**src/rtl/i2s_frame_packer_if.sv**
```systemverilog
// Output word stream of the I2S frame packer: one tagged sample per
// valid/ready handshake, with channel index, frame id and first-word marker.
interface i2s_frame_packer_if #(
   parameter int _WIDTH = 24
);
   logic              out_valid;
   logic              out_ready;
   logic [_WIDTH-1:0] out_data;
   logic [2:0]        out_chan;
   logic [7:0]        out_frame_id;
   logic              out_first;

   modport master (
      output out_valid, out_data, out_chan, out_frame_id, out_first,
      input  out_ready
   );

   modport slave (
      input  out_valid, out_data, out_chan, out_frame_id, out_first,
      output out_ready
   );
endinterface

```
**src/rtl/i2s_frame_packer.sv**
```systemverilog
// I2S frame packer: detects word-clock frame edges in the clk domain,
// snapshots every L/R word of the frame into a two-entry ping-pong buffer
// and drains the enabled words as a tagged stream. Frames arriving with
// both entries full are dropped whole and counted.
module i2s_frame_packer #(
   parameter int NUM_CH = 4,
   parameter int _WIDTH = 24,
   parameter int SETTLE = 4
) (
   input  logic                         clk,
   input  logic                         rst,
   input  logic                         i2s_wclk,
   input  logic [2*NUM_CH*_WIDTH-1:0]   ch_data,
   input  logic [2*NUM_CH-1:0]          chan_en,
   i2s_frame_packer_if.master           out_if,
   output logic                         overflow,
   output logic [7:0]                   drop_count
);

   localparam int NW = 2 * NUM_CH;
   localparam int BW = NW * _WIDTH;

   typedef enum logic [1:0] {
      IDLE = 2'd0,
      SCAN = 2'd1,
      EMIT = 2'd2
   } state_t;

   state_t state, state_n;

   // word clock synchroniser and frame edge
   logic s1, s2, s3;
   logic frame_edge;

   // settle timer and frame numbering
   logic [3:0] settle_cnt;
   logic [7:0] fid;
   logic [7:0] cur_fid;
   logic       snap;
   logic       snap_live;
   logic       store;
   logic       drop;

   // ping-pong buffer
   logic [BW-1:0] buf_data [2];
   logic [NW-1:0] buf_en   [2];
   logic [7:0]    buf_fid  [2];
   logic          wr_ptr;
   logic          rd_ptr;
   logic [1:0]    occ;

   // drain side
   logic [3:0]    wptr;
   logic [NW-1:0] rd_en;
   logic [BW-1:0] rd_word;
   logic          hit;
   logic [3:0]    hit_k;
   logic          load;
   logic          load_first;
   logic          release_e;
   logic          pending;
   logic          hs;

   function automatic logic [7:0] sat_inc8(input logic [7:0] v);
      return (v == 8'hFF) ? v : v + 8'd1;
   endfunction

   assign frame_edge = s3 & ~s2;
   assign snap       = (settle_cnt == 4'd1) && !frame_edge;
   assign snap_live  = snap && (chan_en != '0);
   // A release in the same cycle frees the entry the snapshot lands in.
   assign store      = snap_live && ((occ != 2'd2) || release_e);
   assign drop       = snap_live && (occ == 2'd2) && !release_e;
   // Another entry will be waiting once the current one is released.
   assign pending    = (occ == 2'd2) || snap_live;
   assign hs         = out_if.out_valid && out_if.out_ready;
   assign rd_en      = buf_en[rd_ptr];
   assign rd_word    = buf_data[rd_ptr];

   // Two-flop synchroniser plus history flop on the word clock.
   always_ff @(posedge clk) begin
      if (rst) begin
         s1 <= 1'b0;
         s2 <= 1'b0;
         s3 <= 1'b0;
      end else begin
         s1 <= i2s_wclk;
         s2 <= s1;
         s3 <= s2;
      end
   end

   // Settle timer restarts on every edge; each edge claims the next frame id.
   always_ff @(posedge clk) begin
      if (rst) begin
         settle_cnt <= 4'd0;
         fid        <= 8'd0;
         cur_fid    <= 8'd0;
      end else if (frame_edge) begin
         settle_cnt <= 4'(SETTLE);
         cur_fid    <= fid;
         fid        <= fid + 8'd1;
      end else if (settle_cnt != 4'd0) begin
         settle_cnt <= settle_cnt - 4'd1;
      end
   end

   // Snapshot storage; contents are only meaningful while counted in occ.
   always_ff @(posedge clk) begin
      if (store) begin
         buf_data[wr_ptr] <= ch_data;
         buf_en[wr_ptr]   <= chan_en;
         buf_fid[wr_ptr]  <= cur_fid;
      end
   end

   // Buffer pointers, occupancy and overrun accounting.
   always_ff @(posedge clk) begin
      if (rst) begin
         wr_ptr     <= 1'b0;
         rd_ptr     <= 1'b0;
         occ        <= 2'd0;
         overflow   <= 1'b0;
         drop_count <= 8'd0;
      end else begin
         if (store) begin
            wr_ptr <= ~wr_ptr;
         end
         if (release_e) begin
            rd_ptr <= ~rd_ptr;
         end
         occ <= occ + {1'b0, store} - {1'b0, release_e};
         if (drop) begin
            overflow   <= 1'b1;
            drop_count <= sat_inc8(drop_count);
         end
      end
   end

   // Lowest enabled word at or above the word pointer in the read entry.
   always_comb begin
      hit   = 1'b0;
      hit_k = 4'd0;
      for (int k = NW - 1; k >= 0; k--) begin
         if (rd_en[k] && (k >= int'(wptr))) begin
            hit   = 1'b1;
            hit_k = 4'(k);
         end
      end
   end

   // Drain state register.
   always_ff @(posedge clk) begin
      if (rst) begin
         state <= IDLE;
      end else begin
         state <= state_n;
      end
   end

   // Drain next-state: load the next word on a handshake, release at the end.
   always_comb begin
      state_n    = state;
      load       = 1'b0;
      load_first = 1'b0;
      release_e  = 1'b0;
      case (state)
         IDLE: begin
            if (occ != 2'd0) begin
               state_n = SCAN;
            end
         end
         SCAN: begin
            if (hit) begin
               load       = 1'b1;
               load_first = 1'b1;
               state_n    = EMIT;
            end else begin
               release_e = 1'b1;
               state_n   = pending ? SCAN : IDLE;
            end
         end
         EMIT: begin
            if (hs) begin
               if (hit) begin
                  load = 1'b1;
               end else begin
                  release_e = 1'b1;
                  state_n   = pending ? SCAN : IDLE;
               end
            end
         end
         default: begin
            state_n = IDLE;
         end
      endcase
   end

   // Registered output word and word pointer.
   always_ff @(posedge clk) begin
      if (rst) begin
         out_if.out_valid    <= 1'b0;
         out_if.out_data     <= '0;
         out_if.out_chan     <= 3'd0;
         out_if.out_frame_id <= 8'd0;
         out_if.out_first    <= 1'b0;
         wptr                <= 4'd0;
      end else begin
         if (load) begin
            out_if.out_valid    <= 1'b1;
            out_if.out_data     <= rd_word[hit_k * _WIDTH +: _WIDTH];
            out_if.out_chan     <= hit_k[2:0];
            out_if.out_frame_id <= buf_fid[rd_ptr];
            out_if.out_first    <= load_first;
         end else if (hs) begin
            out_if.out_valid <= 1'b0;
         end
         if (release_e) begin
            wptr <= 4'd0;
         end else if (load) begin
            wptr <= hit_k + 4'd1;
         end
      end
   end

endmodule

```
**src/flat_wrapper.sv**
```systemverilog
// flat-port wrapper written by rule: the top's interface ports become plain ports
module i2s_frame_packer_flat 
#(
   parameter int NUM_CH = 4,
   parameter int _WIDTH = 24,
   parameter int SETTLE = 4
)
  (clk, rst, i2s_wclk, ch_data, chan_en, overflow, drop_count, out_if_out_valid, out_if_out_data, out_if_out_chan, out_if_out_frame_id, out_if_out_first, out_if_out_ready);
  i2s_frame_packer_if #(._WIDTH(_WIDTH)) out_if_i ();
  input  logic clk;
  input  logic rst;
  input  logic i2s_wclk;
  input  logic [2*NUM_CH*_WIDTH-1:0] ch_data;
  input  logic [2*NUM_CH-1:0] chan_en;
  output logic overflow;
  output logic [7:0] drop_count;
  output wire logic [$bits(out_if_i.out_valid)-1:0] out_if_out_valid;
  output wire logic [$bits(out_if_i.out_data)-1:0] out_if_out_data;
  output wire logic [$bits(out_if_i.out_chan)-1:0] out_if_out_chan;
  output wire logic [$bits(out_if_i.out_frame_id)-1:0] out_if_out_frame_id;
  output wire logic [$bits(out_if_i.out_first)-1:0] out_if_out_first;
  input wire logic [$bits(out_if_i.out_ready)-1:0] out_if_out_ready;
  assign out_if_out_valid = out_if_i.out_valid;
  assign out_if_out_data = out_if_i.out_data;
  assign out_if_out_chan = out_if_i.out_chan;
  assign out_if_out_frame_id = out_if_i.out_frame_id;
  assign out_if_out_first = out_if_i.out_first;
  assign out_if_i.out_ready = out_if_out_ready;
  i2s_frame_packer #(.NUM_CH(NUM_CH), ._WIDTH(_WIDTH), .SETTLE(SETTLE)) u_core (.clk(clk), .rst(rst), .i2s_wclk(i2s_wclk), .ch_data(ch_data), .chan_en(chan_en), .out_if(out_if_i), .overflow(overflow), .drop_count(drop_count));
endmodule
```
**config.mk**
```make
export PLATFORM = sky130hd
export DESIGN_NAME = i2s_frame_packer_flat
export DESIGN_NICKNAME = d
export VERILOG_FILES = /design/src/rtl/i2s_frame_packer_if.sv /design/src/rtl/i2s_frame_packer.sv /design/src/flat_wrapper.sv
export SDC_FILE = /design/constraint.sdc
export NUM_CORES = 1
export LEC_CHECK = 0
export ABC_AREA = 1
export CAP_MARGIN = 20
export CORE_MARGIN = 2
export CORE_UTILIZATION = 45
export CTS_CLUSTER_DIAMETER = 200
export CTS_CLUSTER_SIZE = 40
export DETAILED_ROUTE_END_ITERATION = 10
export HOLD_SLACK_MARGIN = 0.15
export PLACE_DENSITY_LB_ADDON = 0.2
export SLEW_MARGIN = 20
export SYNTH_ARGS = -nofsm -noshare
export SYNTH_HDL_FRONTEND = slang
export SYNTH_SLANG_ARGS = --single-unit
```
**constraint.sdc**
```tcl
create_clock -name clk -period 36.5 [get_ports clk]
set_clock_uncertainty 0.2 [all_clocks]
set_input_delay 5.475 -clock clk [delete_from_list [all_inputs] [get_ports clk]]
set_output_delay 5.475 -clock clk [all_outputs]
set_load 0.01 [all_outputs]
```
* After elaboration in Yosys (flattened, before gate mapping)
Memory sizes are Yosys's and may differ from the RTL's. A register that Yosys moved wholly into a read port is not among the register bits. Index checks and enable logic that the tools add are counted.
Storage, ports and cells: bits of input ports 204, memories kept 3, bits in read-only memories 0, memory bits (writable) 416, bits in registers 71, latch bits 0
Operators by class: multiplexer cells 39, equality and inequality tests 9, div/mod/pow operators 0, $mul 1, bitwise gates (word level) 5, order comparisons 8, add/sub/neg operators 6, reductions and logical operators 28, shift operators 1
Memory list:
- u_core.buf_data | words 2, bits a word 192, read ports 1, clocked after memory_dff 1, wr ports 1, RTL line i2s_frame_packer.sv:45 | logic [BW-1:0] buf_data [2];
- u_core.buf_en | words 2, bits a word 8, read ports 1, clocked after memory_dff 1, wr ports 1, RTL line i2s_frame_packer.sv:46 | logic [NW-1:0] buf_en [2];
- u_core.buf_fid | words 2, bits a word 8, read ports 1, clocked after memory_dff 1, wr ports 1, RTL line i2s_frame_packer.sv:47 | logic [7:0] buf_fid [2];
Operators by type and width (count):
- 192-bit by 10-bit variable part select with 24-bit output | 1
- 3-bit 2-to-1 mux | 10
- 1-bit 2-to-1 mux | 22
- 8-bit by 1-bit adder with 8-bit output, second input constant | 2
- 3-bit by 4-bit greater-or-equal comparator with 1-bit output, first input constant | 4
- 1-bit logical AND | 14
- 8-bit equality test, second input constant | 1
- 1-bit by 4-bit greater-or-equal comparator with 1-bit output, first input constant | 2
- 2-bit by 4-bit greater-or-equal comparator with 1-bit output, first input constant | 2
- 2-bit 2-to-1 mux | 4
- 8-bit nonzero test | 1
- 2-bit case mux with 3 select lines | 1
- 2-bit nonzero test | 3
- 3-bit by 2-bit multiplier with 5-bit output, second input constant | 1
- 3-bit by 1-bit adder with 4-bit output, second input constant | 1
- 2-bit equality test, second input constant | 2
- 4-bit by 1-bit equality test with 1-bit output, second input constant | 1
- 2-bit by 1-bit inequality test with 1-bit output, second input constant | 2
- 2-bit inequality test, second input constant | 2
- 1-bit NOT | 4
- 1-bit case mux with 2 select lines | 2
- 4-bit nonzero test | 1
- 2-bit OR reduction | 2
- 4-bit by 1-bit subtractor with 4-bit output, second input constant | 1
- other kinds (9) | 11

* Depth between registers and ports, before layout
depth in word-level cells 17, gate-level depth with buffers 19, mapped depth without buffers 18

* Worst setup path before layout
Ideal clock, no wire load.
path type input to register, start in out_if_out_ready, end mem u_core.buf_data[1][0] (netlist bit) (enable), setup time 781 ps, setup slack 20691 ps, data arrival time 14828 ps, cell stages on the path 8, data required time 35519 ps, cell sequence nand2_1 > o21ai_0 > nand2_1 > inv_1 > nand2_2 > nand3_1 > nand2_1 > nor2_1
Between the ends: longest elaborated chain between the ends 7
Ends and longest elaborated chain:
- start, declared | RTL line flat_wrapper.sv:22 | input wire logic [$bits(out_if_i.out_ready)-1:0] out_if_out_ready;
- 1-bit logical AND | RTL line i2s_frame_packer.sv:76 | assign hs = out_if.out_valid && out_if.out_ready;
- 1-bit 2-to-1 mux | RTL line i2s_frame_packer.sv:184 | if (hs) begin
- 1-bit case mux with 2 select lines | RTL line i2s_frame_packer.sv:167 | case (state)
- 1-bit logical OR | RTL line i2s_frame_packer.sv:72 | assign store = snap_live && ((occ != 2'd2) || release_e);
- 1-bit logical AND | RTL line i2s_frame_packer.sv:72
- 1-bit 2-to-1 mux | RTL line i2s_frame_packer.sv:110 | if (store) begin
- 1-bit 2-to-1 mux (implied by the code) | RTL line i2s_frame_packer.sv:111 | buf_data[wr_ptr] <= ch_data;
- end, declared | RTL line i2s_frame_packer.sv:45
No other way between the ends.

* Final worst setup path
start in out_if_out_ready, end mem u_core.buf_data[0][135] (netlist bit) (enable)
Same word-level chain as after synthesis.

==> results_dict.tcl <==
set metrics [dict create \
    rsz0062_at_grt "false" \
    place_hpwl_mm 33.3 \
    grt_max_degree 77 \
    synth-adder-area-share_pct 0.686 \
    cts-buffers-inserted 16 \
    finalWeightedCongestion 0.820 \
    clk_latency_ns 0.56 \
    postRouteAntennaNets 0 \
    grt_pass1_vias 12800 \
    ir_drop_mv 0.0377 \
    crit_fanout 74 \
    drt_first_pass_iters 5 \
    clkPwrFrac_pct 19.9 \
    end_kind "register" \
    drt_iter0_drc 1337 \
    ys_top_cells_by_area "edfxtp_1 (62%), nand2_1 (10%), dfxtp_1 (8.0%)" \
    final_common_cell "nand2_1" \
    synth_top_cell_by_area "edfxtp_1" \
    final_cell_mix "nand2_1 (557), edfxtp_1 (416), clkdlybuf4s50_1 (249)" \
    dieArea_um2 46300 \
    outcome "finished, final reports clean" \
    min_from "u_core.s1" \
    multi_input_area_um2 5310 \
    fmax_ghz 0.109 \
    p_per_area_nw_per_um2 54.5 \
    crit_required_ns 36.49 \
    grt_overflow 0 \
    avgViaCountPerCell 5.28 \
    synth_top_area_share_pct 62.2 \
    ys_seq_area_share_pct 70.2 \
    synth.avg_cell_area_um2 11.6 \
    place_area_um2 23100 \
    fill_cells 3814 \
    grt_usage_pct 21.7 \
    place_ws_ns 26.66 \
    die_h_um 215 \
    cap_viol_max_count 0 \
    setup_viol_count_final 0 \
    worst_slack_ns 27.30 \
    dieWidth_um 215 \
    syn2layout_area_growth_pct 17.4 \
    drc 0 \
    ctsResizeCount 0 \
    slew-limit-headroom_pct 29.0 \
    antenna_found_initial 2 \
    path_clk_slew_ns 0.13 \
    yosysUniqueCellTypes 37 \
    seqCellArea_um2 14100 \
    min_period_ns 9.20 \
    pwr-share-comb_pct 23.9 \
    fin_setup_tns_ns 0 \
    synth_xor_area_share_pct 0.131 \
    min_to "u_core.s2" \
    p_seq_share_pct 56.2 \
    intPower_uw 884 \
    p_leak_nw 8.47 \
    clockBufferDepth 3 \
    post_cts_buffers 0 \
    synth_warnings 0 \
    core_area_um2 44100 \
    cts-root-buf "clkbuf_16" \
    initial_core_util_pct 45.5 \
    num-nets-final 2138 \
    p_sw_share_pct 31.2 \
    min_path_cells 2 \
    grt_pass1_wl_mm 76.7 \
    drv_slew 0 \
    switching_power_uw 401 \
    syn_inst 1730 \
    drive_gt1_share_pct 2.74 \
    wl_per_cell_um 20.4 \
    synth_top_family_by_area "simple AND/OR/NAND/NOR gates" \
    r2r_end "u_core.buf_data[0][135]" \
    cts_hold_buf 0 \
    synth_area_um2 20100 \
    synth-simple-area-share_pct 18.1 \
    worstSetupPathType "input port to register" \
    synth_compound_area_share_pct 2.48 \
    synthesis.nets 1945 \
    routed-via-count 13400 \
    drt_wl_total_mm 51.4 \
    hold_violations 0 \
    port_buffers 249 \
    synthMuxAreaShare_pct 4.84 \
    rows 77 \
    worst_pin_slew_ns 1.06 \
    cp-start-kind "input port" \
    cts_tree "built" \
    clock_sinks 496 \
    ff2ff_path_depth 14 \
    ys_ff_latch 496 \
    fin_area_um2 23600 \
    io_pins 250 \
    critPathArrivalTime_ns 9.19 \
    htreeDepth 1 \
    min_period_over_period_pct 25.2 \
    hold_path_class "register to register" \
    regToRegSetupSlack_ns 29.69 \
]
## power by group through the flow
stage,sequential [mW],combinational [mW],clock (mW)
CTS,0.722,0.311,0.262
finish,0.722,0.308,0.256
global route,0.728,0.339,0.279
floorplan,0.762,0.179,0
detailed placement,0.735,0.311,0
global placement,0.732,0.308,0
## registers in the layout, indices dropped and copies added, names as in the netlist, 8 cells and up, named ones only
| signal | cells |
|---|---|
| u_core.drop_count | 8 |
| u_core.cur_fid | 8 |
| u_core.out_if.out_frame_id | 8 |
| u_core.buf_fid | 16 |
| u_core.fid | 8 |
| u_core.buf_data | 384 |
| u_core.out_if.out_data | 24 |
| u_core.buf_en | 16 |
## area by class of cell
type,instances,area share [%]
clock buffer,27,1.96
clock inverter,1,0.127
antenna,2,0.0212
sequential,496,59.8
timing repair buffer,267,11.2
inverter,77,1.23
multi-input combinational,1065,22.5
tap,592,3.14
## metrics by stage
step | cells | total power [mW] | hold WS (ns) | utilization [%]
floorplan | 1730 | 0.941 | 0.188 | -
global placement | 2496 | 1.04 | 0.196 | 52.3
detailed placement | 2496 | 1.05 | 0.199 | 52.3
CTS | 2524 | 1.30 | 0.218 | 53.4
global route | 2527 | 1.35 | 0.234 | 53.4
finish | 2527 | 1.29 | 0.218 | 53.4
## synth_stat cells
master	n
nand2_1	557
edfxtp_1	416
nand3_1	244
mux2i_1	97
dfxtp_1	80
inv_1	74
clkbuf_1	41
a21oi_1	35
o21ai_0	34
nor2_1	30
buf_2	28
buf_1	13
ha_1	11
nor3_1	11
a31oi_1	10
buf_4	8
nand4_1	5
nand2_2	4
nor2_2	4
or2_1	3
xor2_1	3
buf_6	2
inv_2	2
nor4_1	2
o2111ai_1	2
o211ai_1	2
o21a_1	2
a21boi_0	1
and3_1	1
clkinv_1	1
nand3_4	1
nor3_2	1
nor3b_1	1
o2111ai_2	1
o21ai_1	1
o21bai_1	1
o31ai_1	1
## cells by family after synthesis
family | after synthesis
XOR/XNOR | 3
AO/OA/AOI/OAI | 90
multiplexers | 97
buffers and inverters | 169
adder cells (fa/ha/maj) | 11
flip-flops | 496
AND/OR/NAND/NOR | 864
## worst max-delay path: stages
cell and delay (ns):
clkdlybuf4s50_1 0.50, nand2_1 0.08, o21ai_0 0.14, nand2_1 0.12
inv_1 0.13, nand2_2 0.16, nand3_1 0.13, nand2_1 0.16
nor2_4 0.43, buf_4 0.84, buf_4 0.91
## worst max path at each step
stage	from	endpoint	slack (ns)	depth (start not counted)
finish	out_if_out_ready	u_core.buf_data[0][135]	27.30	11
global route	out_if_out_ready	u_core.buf_data[0][54]	26.96	11
CTS	out_if_out_ready	u_core.buf_data[0][7]	27.26	11
detailed placement	out_if_out_ready	u_core.buf_data[0][88]	26.66	11
global placement	out_if_out_ready	u_core.buf_data[0][64]	26.62	11
floorplan	out_if_out_ready	u_core.buf_data[1][0]	20.69	8
## metal layers
metal	track usage, %	share of wire, %
met5	0	0
met4	4.87	2.0
met3	2.86	6.4
met2	35.9	48
met1	30.6	44
Note: power is estimated with default switching activity, not from simulation.
